$ cat src/rtl/card_dealer_if.sv
// card_dealer_if: bundles the game-FSM/RAM-facing signals of the card dealer.
//   master : game FSM / card RAM side (drives start, request, memData)
//   slave  : card_dealer (drives address, strobe and dealt-card fields)
// Handshake: request is a level that the dealer samples only while idle with
// start high and cards left; it is accepted on that edge and needs no ready.
// cardValid pulses for exactly one cycle when card/points/isAce/badCard take
// new values. There is no backpressure. Requests seen while busy or empty are
// dropped, not queued.
interface card_dealer_if #(
  parameter int ADDR_W = 6,
  parameter int DATA_W = 4
);
  logic              start;
  logic              request;
  logic [DATA_W-1:0] memData;
  logic [ADDR_W-1:0] nextA;
  logic              memClock;
  logic              wren;
  logic [DATA_W-1:0] card;
  logic [3:0]        points;
  logic              isAce;
  logic              badCard;
  logic              cardValid;
  logic              busy;
  logic              empty;
  logic [ADDR_W-1:0] remaining;

  modport master (
    output start, request, memData,
    input  nextA, memClock, wren, card, points, isAce, badCard,
           cardValid, busy, empty, remaining
  );

  modport slave (
    input  start, request, memData,
    output nextA, memClock, wren, card, points, isAce, badCard,
           cardValid, busy, empty, remaining
  );
endinterface

$ cat src/rtl/card_dealer.sv
// card_dealer: deals a shuffled deck from the card RAM one card per request,
// reading addresses in ascending order. It returns the card code together with
// its blackjack point value, and tracks how many cards remain.
// Ports:
//   clock     : system clock, all logic on posedge
//   reset     : synchronous active-high reset, takes priority over start
//   bus       : card_dealer_if.slave (start/request/memData in; nextA,
//               memClock, wren, card, points, isAce, badCard, cardValid,
//               busy, empty, remaining out)
//   dbg_state : current FSM state (0 IDLE, 1 ADDR, 2 READ, 3 CAPTURE)
module card_dealer #(
  parameter int DECK_SIZE = 52,
  parameter int ADDR_W    = 6,
  parameter int DATA_W    = 4
) (
  input  logic        clock,
  input  logic        reset,
  card_dealer_if.slave bus,
  output logic [1:0]  dbg_state
);

  typedef enum logic [1:0] {
    IDLE    = 2'd0,
    ADDR    = 2'd1,
    READ    = 2'd2,
    CAPTURE = 2'd3
  } state_t;

  localparam logic [ADDR_W-1:0] DECK = ADDR_W'(DECK_SIZE);

  state_t            state;
  logic [ADDR_W-1:0] ptr;
  logic [31:0]       code;
  logic              deck_empty;

  assign code       = 32'(bus.memData);
  assign deck_empty = (ptr == DECK);

  always_ff @(posedge clock) begin
    if (reset) begin
      state       <= IDLE;
      ptr         <= '0;
      bus.card    <= '0;
      bus.points  <= 4'd0;
      bus.isAce   <= 1'b0;
      bus.badCard <= 1'b0;
    end else if (!bus.start) begin
      // Dropping start rearms the dealer for a fresh deck. Any in-flight read
      // is abandoned and the last dealt card stays visible.
      state <= IDLE;
      ptr   <= '0;
    end else begin
      case (state)
        IDLE: begin
          if (bus.request && !deck_empty) state <= ADDR;
        end
        ADDR:  state <= READ;
        READ:  state <= CAPTURE;
        CAPTURE: begin
          bus.card    <= bus.memData;
          bus.isAce   <= (code == 32'd1);
          bus.badCard <= (code == 32'd0) || (code > 32'd13);
          if (code == 32'd1)
            bus.points <= 4'd11;
          else if (code >= 32'd2 && code <= 32'd10)
            bus.points <= 4'(code);
          else if (code >= 32'd11 && code <= 32'd13)
            bus.points <= 4'd10;
          else
            bus.points <= 4'd0;
          // Bad codes still consume a slot. The pointer saturates at the deck size.
          if (!deck_empty) ptr <= ptr + ADDR_W'(1);
          state <= IDLE;
        end
        default: state <= IDLE;
      endcase
    end
  end

  // The address is the pointer in every state, so it is stable from ADDR
  // through CAPTURE. The strobe and valid are gated by start so that an
  // abandoned read never looks like a completed deal.
  assign bus.nextA     = ptr;
  assign bus.memClock  = (state == READ) && bus.start;
  assign bus.cardValid = (state == CAPTURE) && bus.start;
  assign bus.busy      = (state != IDLE);
  assign bus.wren      = 1'b0;
  assign bus.empty     = deck_empty;
  assign bus.remaining = DECK - ptr;
  assign dbg_state     = state;

endmodule

$ cat src/flat_wrapper.sv
// flat-port wrapper written by rule: the top's interface ports become plain ports
module card_dealer_flat 
#(
  parameter int DECK_SIZE = 52,
  parameter int ADDR_W    = 6,
  parameter int DATA_W    = 4
)
  (clock, reset, dbg_state, bus_start, bus_request, bus_memData, bus_nextA, bus_memClock, bus_wren, bus_card, bus_points, bus_isAce, bus_badCard, bus_cardValid, bus_busy, bus_empty, bus_remaining);
  card_dealer_if #(.ADDR_W(ADDR_W), .DATA_W(DATA_W)) bus_i ();
  input  logic clock;
  input  logic reset;
  output logic [1:0] dbg_state;
  input wire logic [$bits(bus_i.start)-1:0] bus_start;
  input wire logic [$bits(bus_i.request)-1:0] bus_request;
  input wire logic [$bits(bus_i.memData)-1:0] bus_memData;
  output wire logic [$bits(bus_i.nextA)-1:0] bus_nextA;
  output wire logic [$bits(bus_i.memClock)-1:0] bus_memClock;
  output wire logic [$bits(bus_i.wren)-1:0] bus_wren;
  output wire logic [$bits(bus_i.card)-1:0] bus_card;
  output wire logic [$bits(bus_i.points)-1:0] bus_points;
  output wire logic [$bits(bus_i.isAce)-1:0] bus_isAce;
  output wire logic [$bits(bus_i.badCard)-1:0] bus_badCard;
  output wire logic [$bits(bus_i.cardValid)-1:0] bus_cardValid;
  output wire logic [$bits(bus_i.busy)-1:0] bus_busy;
  output wire logic [$bits(bus_i.empty)-1:0] bus_empty;
  output wire logic [$bits(bus_i.remaining)-1:0] bus_remaining;
  assign bus_i.start = bus_start;
  assign bus_i.request = bus_request;
  assign bus_i.memData = bus_memData;
  assign bus_nextA = bus_i.nextA;
  assign bus_memClock = bus_i.memClock;
  assign bus_wren = bus_i.wren;
  assign bus_card = bus_i.card;
  assign bus_points = bus_i.points;
  assign bus_isAce = bus_i.isAce;
  assign bus_badCard = bus_i.badCard;
  assign bus_cardValid = bus_i.cardValid;
  assign bus_busy = bus_i.busy;
  assign bus_empty = bus_i.empty;
  assign bus_remaining = bus_i.remaining;
  card_dealer #(.DECK_SIZE(DECK_SIZE), .ADDR_W(ADDR_W), .DATA_W(DATA_W)) u_core (.clock(clock), .reset(reset), .bus(bus_i), .dbg_state(dbg_state));
endmodule
$ cat config.mk
export PLATFORM = sky130hd
export DESIGN_NAME = card_dealer_flat
export DESIGN_NICKNAME = d
export VERILOG_FILES = /design/src/rtl/card_dealer_if.sv /design/src/rtl/card_dealer.sv /design/src/flat_wrapper.sv
export SDC_FILE = /design/constraint.sdc
export NUM_CORES = 1
export LEC_CHECK = 0
export CORE_ASPECT_RATIO = 0.75
export CORE_MARGIN = 5
export CORE_UTILIZATION = 47
export DETAILED_ROUTE_END_ITERATION = 8
export GPL_ROUTABILITY_DRIVEN = 0
export PLACE_DENSITY = 0.83
export SLEW_MARGIN = 20
export SYNTH_ARGS = -nofsm -noshare
export SYNTH_HDL_FRONTEND = slang
export SYNTH_SLANG_ARGS = --single-unit
$ cat constraint.sdc
create_clock -name clock -period 2.2 [get_ports clock]
set_input_delay 0.44 -clock clock [delete_from_list [all_inputs] [get_ports clock]]
set_output_delay 0.44 -clock clock [all_outputs]
set_load 0.05 [all_outputs]
==> results.py, run 1 <==
metrics = {
    "synthesis": {
        "synth_top_area_cell": "dfxtp_1",
        "ys_ff_latch": 18,
        "synth.top_cell.area_share_pct": 36.0,
        "synthTopCellsByArea": "dfxtp_1, nand2_1, ha_1",
        "synthFlopType": "dfxtp_1",
        "netlist_area_um2": 1000,
        "synth-async-reset-ratio_pct": 0,
        "netlist-cell-type-count": 39,
        "synth_area_per_cell_um2": 8.01,
        "yosysWarningCount": 0,
        "yosysSeqAreaShare_pct": 36.0,
        "synth_edf_count": 0,
        "syn_inst": 125,
        "syn_nets": 139,
    },
    "clocking": {
        "root_buffer": "clkbuf_4",
        "clock_sinks": 18,
        "cts_max_level": 1,
        "clock_path_buffers": 2,
        "cts_buffers": 3,
        "clk_pin_slew_ns": 0.11,
        "cts_tree": "yes",
        "clk_latency_ns": 0.30,
    },
    "critical_path": {
        "crit_required_ns": 1.76,
        "critPathTopFamily": "buffers and inverters",
        "r2r_cells": 4,
        "cp-start-kind": "register",
        "reg2reg_from": "u_core.dbg_state[1]",
        "crit_buf_inv": 1,
        "slowest_delay_ns": 0.86,
        "crit_arrival_ns": 1.64,
        "r2r_slack_ns": 0.61,
        "worstPathCellList": "clkdlybuf4s50_1",
        "crit_fanout": 6,
        "endpoint_kind": "output pin",
        "r2r_end": "u_core.bus.nextA[5]",
        "path_class": "register to output pin",
        "crit_path_top_delay_cell": "clkdlybuf4s50_1",
    },
    "detailed_routing": {
        "vias": 1015,
        "drtPass1Iterations": 4,
        "drt-initial-drc-count": 50,
        "wl_per_cell_um": 15.6,
        "ant_nets": 0,
        "via_per_inst": 5.58,
        "drc": 0,
        "wirelength_mm": 2.83,
    },
    "power_and_ir_drop": {
        "peakVddDrop_uv": 411,
        "switching_share_pct": 25.6,
        "pwr-share-comb_pct": 12.3,
        "power.switching_mw": 0.158,
        "pwr-share-clk_pct": 34.0,
        "leakage_nw": 0.571,
        "p_int_mw": 0.458,
        "power_density_nw_per_um2": 410,
        "p_seq_share_pct": 53.6,
    },
    "floorplan": {
        "die_h_um": 50.0,
        "initial_core_util_pct": 49.7,
        "chipWidth_um": 63.3,
        "row_count": 14,
        "io_pins": 37,
        "dieArea_um2": 3160,
        "core_area_um2": 2010,
    },
    "timing": {
        "finalSetupTns_ns": 0,
        "hold_viol": 0,
        "skew_ns": 0.00493,
        "setup_viol": 0,
        "drv_slew": 0,
        "rsz0062_at_grt": "false",
        "fin_crit_sh_pct": 94.7,
        "fmax_mhz": 480,
        "holdWs_ns": 0.468,
        "relSlewSlack_pct": 65.1,
        "fin_ws_ns": 0.116,
        "tightestPinTransition_ns": 0.521,
        "min_period_ns": 2.08,
    },
    "cells_and_area": {
        "fin_util_pct": 74.6,
        "syn_to_final_growth_pct": 50.1,
        "fin_area_um2": 1500,
        "final_cell_mix": "clkdlybuf4s50_1, nand2_1, dfxtp_1",
        "final_common_cell": "clkdlybuf4s50_1",
        "antenna_cells": 0,
        "nNetsFinal": 173,
        "n_fill_cell": 163,
        "drive_gt1_share_pct": 17.7,
    },
    "global_routing": {
        "antenna_found_initial": 0,
        "grt_max_degree": 12,
        "grt_pass1_vias": 1012,
        "grt_usage_pct": 18.0,
        "grt_pass1_wl_mm": 4.57,
        "grt_overflow": 0,
    },
    "placement": {
        "post_dp_cell_area_um2": 1450,
        "port_buffers": 35,
        "dpl.hpwl_mm": 2.09,
        "place_ws_ns": 0.322,
    },
    "hold_path": {
        "hold_class": "register to register",
        "holdPathStages": 2,
        "min_to": "u_core.bus.card[2]",
        "min_from": "u_core.bus.card[2]",
    },
    "run_status": {
        "status": "finished clean",
    },
    "job": {
        "drv_cap": 0,
    },
}
==> synth_stat cells (2+ instances only) <==
cell,instances
nand3_1,2
xnor2_1,2
xor2_1,3
clkbuf_1,5
nand4_1,2
nor2_1,5
mux2i_1,4
buf_6,2
dfxtp_1,18
nand2_1,22
nor2b_1,2
a31oi_1,2
o21ai_0,4
nor3_1,3
inv_1,9
a21oi_1,11
buf_4,2
ha_1,6
==> registers in the layout, indices dropped and copies added (netlist names) <==
register	cells
u_core.bus.badCard	1
u_core.bus.card	4
u_core.bus.isAce	1
u_core.bus.nextA	6
u_core.bus.points	4
u_core.dbg_state	2
==> final cells by class <==
type	count	area, um^2	area share, %
timing repair buffer	40	453	30.1
multi-input combinational	87	588	39.1
inverter	9	33.8	2.25
tap	24	30.0	2.00
sequential	18	362	24.1
clock buffer	4	36.3	2.41
==> kinds of logic after synthesis <==
group                      share of synthesized area, %
buffers and inverters                              9.87
xor gates and xnor gates                           4.38
muxes                                              4.00
AOI/OAI and AO/OA                                  16.3
and+or+nand+nor                                    21.6
other                                             0.375
adders and majority gates                          7.50
DFF                                                36.0
==> metrics by stage <==
stage | std cells | total power [mW]
after floorplan | 125 | 0.385
after global placement | 178 | 0.410
after detailed placement | 178 | 0.412
after CTS | 182 | 0.619
after global routing | 182 | 0.644
final | 182 | 0.615
==> worst max-delay path by stage <==
stage                                  end  cells past startpoint  slack [ns]                start
after floorplan           bus_remaining[4]                      5       0.003  u_core.bus.nextA[0]
after global placement    bus_remaining[4]                      6        0.34  u_core.bus.nextA[0]
after detailed placement  bus_remaining[4]                      6        0.32  u_core.bus.nextA[0]
final                         bus_nextA[4]                      1        0.12  u_core.bus.nextA[4]
after global routing      bus_remaining[4]                      6        0.02  u_core.bus.nextA[0]
after CTS                 bus_remaining[4]                      6        0.04  u_core.bus.nextA[0]
==> per-layer routing <==
layer,track usage (%),up-vias,part of all wire (%)
met5,0,-,0
met4,6.57,0,0.95
met3,6.59,8,9.6
met2,30.2,54,51
met1,21.1,470,39
li1,-,483,-
==> power by group through the flow <==
stage,Clock [mW],Combinational [mW],Sequential [mW]
4_1_cts,0.214,0.0754,0.330
5_1_grt,0.232,0.0807,0.331
2_1_floorplan,0,0.0401,0.345
3_5_place_dp,0,0.0746,0.338
3_3_place_gp,0,0.0724,0.337
6_report,0.210,0.0758,0.330
==> timing repair <==
item	4_1_cts	5_1_grt
setup buffers	0	0
hold buffers	0	0
setup endpoints to repair	2	2
resized for setup	2	3
(Power assumes the default switching activity.)
==> run 2, diff against run 1 <==
--- a/config.mk
+++ b/config.mk
@@ -6,7 +6,7 @@
 export NUM_CORES = 1
 export LEC_CHECK = 0
 export CORE_ASPECT_RATIO = 0.75
-export CORE_MARGIN = 5
+export CORE_MARGIN = 2
 export CORE_UTILIZATION = 47
 export DETAILED_ROUTE_END_ITERATION = 8
 export GPL_ROUTABILITY_DRIVEN = 0
==> results.py, run 2 (same netlist as run 1, synthesis figures left out) <==
metrics = {
    "critical_path": {
        "slowest_delay_ns": 0.37,
        "path_class": "register to output pin",
        "cp-start-kind": "register",
        "crit_fanout": 7,
        "r2r_cells": 4,
        "endpoint_kind": "output pin",
        "crit_arrival_ns": 1.62,
        "r2r_end": "u_core.bus.nextA[5]",
        "cp_common_cell": "inv_1",
        "r2r_slack_ns": 0.64,
        "crit_required_ns": 1.76,
        "reg2reg_from": "u_core.dbg_state[1]",
        "worstPathCellList": "inv_1, ha_4, inv_1, a21oi_1, xor2_2, buf_12",
        "crit_path_top_delay_cell": "dfxtp_2",
    },
    "timing": {
        "fmax_mhz": 486,
        "fin_crit_sh_pct": 93.5,
        "setup_viol": 0,
        "tightestPinTransition_ns": 0.513,
        "rsz0062_at_grt": "false",
        "relSlewSlack_pct": 65.7,
        "finalSetupTns_ns": 0,
        "skew_ns": 0.00237,
        "min_period_ns": 2.06,
        "hold_viol": 0,
        "drv_slew": 0,
    },
    "floorplan": {
        "row_count": 14,
        "core_area_um2": 2010,
        "dieArea_um2": 2520,
        "io_pins": 37,
        "chipWidth_um": 57.3,
        "die_h_um": 44.0,
        "initial_core_util_pct": 49.7,
    },
    "clocking": {
        "clock_path_buffers": 2,
        "clock_sinks": 18,
        "clk_latency_ns": 0.29,
        "root_buffer": "clkbuf_4",
        "cts_tree": "yes",
        "cts_hold_buf": 0,
        "cts_max_level": 1,
        "clk_pin_slew_ns": 0.10,
        "cts_buffers": 3,
    },
    "global_routing": {
        "top_usage_layer": "met2",
        "grt_pass1_vias": 903,
        "grt.met1_usage_pct": 30.1,
        "grt_use_met3_pct": 6.87,
        "use_met2_pct": 32.9,
        "grt_pass1_wl_mm": 4.13,
        "grt_max_degree": 12,
        "grt_overflow": 0,
        "antenna_found_initial": 0,
        "grt_usage_pct": 21.7,
    },
    "detailed_routing": {
        "ant_nets": 0,
        "via_per_inst": 5.28,
        "drt-initial-drc-count": 37,
        "wirelength_mm": 2.54,
        "vias": 961,
        "drtPass1Iterations": 4,
        "drc": 0,
        "wl_per_cell_um": 14.0,
    },
    "power_and_ir_drop": {
        "leakage_nw": 0.589,
        "power_mw": 0.610,
        "peakVddDrop_uv": 462,
        "power_density_nw_per_um2": 406,
    },
    "cells_and_area": {
        "drive_gt1_share_pct": 17.1,
        "final_cell_mix": "clkdlybuf4s50_1, nand2_1, dfxtp_1",
        "fin_area_um2": 1500,
        "antenna_cells": 0,
        "nNetsFinal": 173,
        "largest_reg_flops": 6,
        "syn_to_final_growth_pct": 50.0,
        "final_common_cell": "clkdlybuf4s50_1",
    },
    "run_status": {
        "status": "finished clean",
    },
    "hold_path": {
        "min_from": "u_core.bus.card[3]",
        "holdPathStages": 2,
        "hold_class": "register to register",
        "min_to": "u_core.bus.card[3]",
    },
    "placement": {
        "port_buffers": 35,
        "dpl.hpwl_mm": 1.96,
        "post_dp_cell_area_um2": 1450,
    },
    "job": {
        "drv_cap": 0,
    },
}
[run 2: report_power, final]
group | leakage, nW | switching (mW) | internal (mW)
sequential | 0.146 | 0.00243 | 0.328
clock | 0.0210 | 0.103 | 0.101
combinational | 0.422 | 0.0468 | 0.0291
total | 0.589 | 0.152 | 0.458
[run 2: per-stage QoR]
| stage | utilization, % | setup WS, ns | instances | hold slack (ns) |
|---|---|---|---|---|
| global placement | 71.9 | 0.399 | 178 | 0.441 |
| finish | 74.5 | 0.142 | 182 | 0.460 |
| detailed placement | 71.9 | 0.307 | 178 | 0.451 |
| CTS | 73.9 | 0.0428 | 182 | 0.465 |
| floorplan | - | 0.00341 | 125 | 0.576 |
| global route | 74.5 | 0.0377 | 182 | 0.494 |
[run 2: worst max-delay path: cells and delay by family, from the launching register on]
| family | cells | cell delay [ns] |
|---|---|---|
| xor gates and xnor gates | 1 | 0.20 |
| DFF | 1 | 0.37 |
| adders and majority gates | 1 | 0.20 |
| buffers and inverters | 3 | 0.33 |
| AOI/OAI and AO/OA | 1 | 0.22 |
[run 2: worst max path at each step]
stage                        startpoint               end  cells past startpoint
CTS                 u_core.bus.nextA[3]      bus_nextA[3]                      1
floorplan           u_core.bus.nextA[0]  bus_remaining[4]                      5
global placement    u_core.bus.nextA[0]  bus_remaining[4]                      6
finish              u_core.bus.nextA[0]  bus_remaining[4]                      6
global route        u_core.bus.nextA[0]  bus_remaining[4]                      6
detailed placement  u_core.bus.nextA[0]  bus_remaining[4]                      6
[run 2: cell type report]
cell class | instances | area, um^2
multi-input cells | 87 | 584
fillers | 149 | 513
repair buffers | 40 | 455
flip-flops and latches | 18 | 362
clock buffers | 4 | 36.3
inverters | 9 | 33.8
well taps | 24 | 30.0
[run 2: timing repair]
item	CTS	global route
hold endpoints to repair	0	0
pin swaps	0	0
resized for setup	2	3
buffers inserted	0	0
setup endpoints to repair	2	2
[run 2: metal layers]
metal | vias up | share of wire [%]
met5 | - | 0
li1 | 479 | -
met3 | 2 | 4.7
met4 | 0 | 0.47
met2 | 25 | 47
met1 | 455 | 48
==> run 3, diff against run 2 <==
--- a/config.mk
+++ b/config.mk
@@ -5,9 +5,9 @@
 export SDC_FILE = /design/constraint.sdc
 export NUM_CORES = 1
 export LEC_CHECK = 0
-export CORE_ASPECT_RATIO = 0.75
 export CORE_MARGIN = 2
 export CORE_UTILIZATION = 47
+export CTS_CLUSTER_DIAMETER = 30
 export DETAILED_ROUTE_END_ITERATION = 8
 export GPL_ROUTABILITY_DRIVEN = 0
 export PLACE_DENSITY = 0.83
==> results.py, run 3 (same netlist as run 1, synthesis figures left out) <==
metrics = {
    "run_status": {
        "status": "finished clean",
    },
    "critical_path": {
        "crit_fanout": 9,
        "critPathTopFamily": "buffers and inverters",
        "slowest_delay_ns": 0.86,
        "crit_arrival_ns": 1.68,
        "endpoint_kind": "output pin",
        "path_class": "register to output pin",
        "crit_buf_inv": 1,
        "worstPathCellList": "clkdlybuf4s50_1",
        "crit_path_top_delay_cell": "clkdlybuf4s50_1",
        "crit_required_ns": 1.76,
        "cp-start-kind": "register",
    },
    "power_and_ir_drop": {
        "power_density_nw_per_um2": 407,
        "peakVddDrop_uv": 406,
        "power_mw": 0.611,
        "leakage_nw": 0.570,
    },
    "global_routing": {
        "grt_pass1_wl_mm": 4.04,
        "grt_overflow": 0,
        "grt_pass1_vias": 938,
        "antenna_found_initial": 0,
        "grt_usage_pct": 20.8,
        "grt_max_degree": 12,
    },
    "cells_and_area": {
        "largest_reg_flops": 6,
        "fin_util_pct": 75.8,
        "final_cell_mix": "clkdlybuf4s50_1, nand2_1, dfxtp_1",
        "syn_to_final_growth_pct": 50.0,
        "nNetsFinal": 173,
        "drive_gt1_share_pct": 16.5,
        "antenna_cells": 0,
        "final_cells": 185,
        "final_common_cell": "clkdlybuf4s50_1",
        "n_fill_cell": 138,
    },
    "placement": {
        "place_ws_ns": 0.312,
        "numPlacedInstances": 181,
        "port_buffers": 35,
        "dpl.hpwl_mm": 1.81,
    },
    "clocking": {
        "clock_path_buffers": 2,
        "root_buffer": "clkbuf_4",
        "post_cts_buffers": 0,
        "cts_max_level": 1,
        "clk_pin_slew_ns": 0.11,
        "clk_latency_ns": 0.30,
        "cts-resized-gates": 1,
        "clock_sinks": 18,
        "cts_tree": "yes",
        "cts_buffers": 3,
        "cts_hold_buf": 0,
    },
    "detailed_routing": {
        "ant_nets": 0,
        "drtPass1Iterations": 4,
        "via_per_inst": 5.30,
        "wl_per_cell_um": 13.0,
        "drt-initial-drc-count": 36,
        "wirelength_mm": 2.41,
        "vias": 981,
        "drc": 0,
    },
    "job": {
        "drv_cap": 0,
    },
    "floorplan": {
        "initial_core_util_pct": 50.5,
        "core_area_um2": 1980,
        "dieArea_um2": 2520,
        "chipWidth_um": 50.2,
        "row_count": 16,
        "die_h_um": 50.2,
        "io_pins": 37,
    },
    "timing": {
        "finalSetupTns_ns": 0,
        "fin_crit_sh_pct": 96.4,
        "min_period_ns": 2.12,
        "relSlewSlack_pct": 64.8,
        "skew_ns": 0.00951,
        "drv_slew": 0,
        "rsz0062_at_grt": "false",
        "setup_viol": 0,
        "hold_viol": 0,
        "fin_ws_ns": 0.0802,
        "tightestPinTransition_ns": 0.527,
        "fmax_mhz": 472,
    },
    "hold_path": {
        "hold_class": "register to register",
    },
}
[run 3: cell types whose count changed in the layout (fill, tap and decap cells not counted), sizes merged]
cell / previous run / this run
clkdlybuf4s50: 25 / 26
dlymetal6s2s: 1 / 0
[run 3: layout make-up]
| cell class | count | area, um^2 | area share, % |
|---|---|---|---|
| tap | 27 | 33.8 | 2.25 |
| timing repair buffer | 40 | 453 | 30.2 |
| sequential | 18 | 360 | 24.0 |
| multi-input combinational | 87 | 584 | 38.9 |
| inverter | 9 | 33.8 | 2.25 |
| clock buffer | 4 | 36.3 | 2.42 |
[run 3: where the power goes]
part | switching [mW] | internal, mW
clock | 0.105 | 0.101
sequential | 0.00221 | 0.328
combinational | 0.0465 | 0.0291
total | 0.153 | 0.458
[run 3: layer usage]
layer | vias up | GRT usage [%] | share of wire, %
met5 | - | 0 | 0
met4 | 0 | 8.33 | 1.1
met3 | 5 | 4.17 | 5.1
met2 | 34 | 37.7 | 51
met1 | 464 | 23.6 | 42
li1 | 478 | - | -
[run 3: per-stage QoR]
step | hold WS [ns] | instance area [um^2]
after floorplan | 0.576 | 1030
after global placement | 0.441 | 1450
after detailed placement | 0.446 | 1450
after CTS | 0.462 | 1490
after global routing | 0.483 | 1500
final | 0.462 | 1500
[run 3: path summary, 6_finish.rpt]
check	startpoint	endpoint	slack, ns	cells after the start
min reg2reg	u_core.bus.points[0]	u_core.bus.points[0]	0.46	2
min	u_core.bus.points[0]	u_core.bus.points[0]	0.46	2
max	u_core.bus.nextA[3]	bus_nextA[3]	0.08	1
max reg2reg	u_core.dbg_state[1]	u_core.bus.nextA[5]	0.73	4
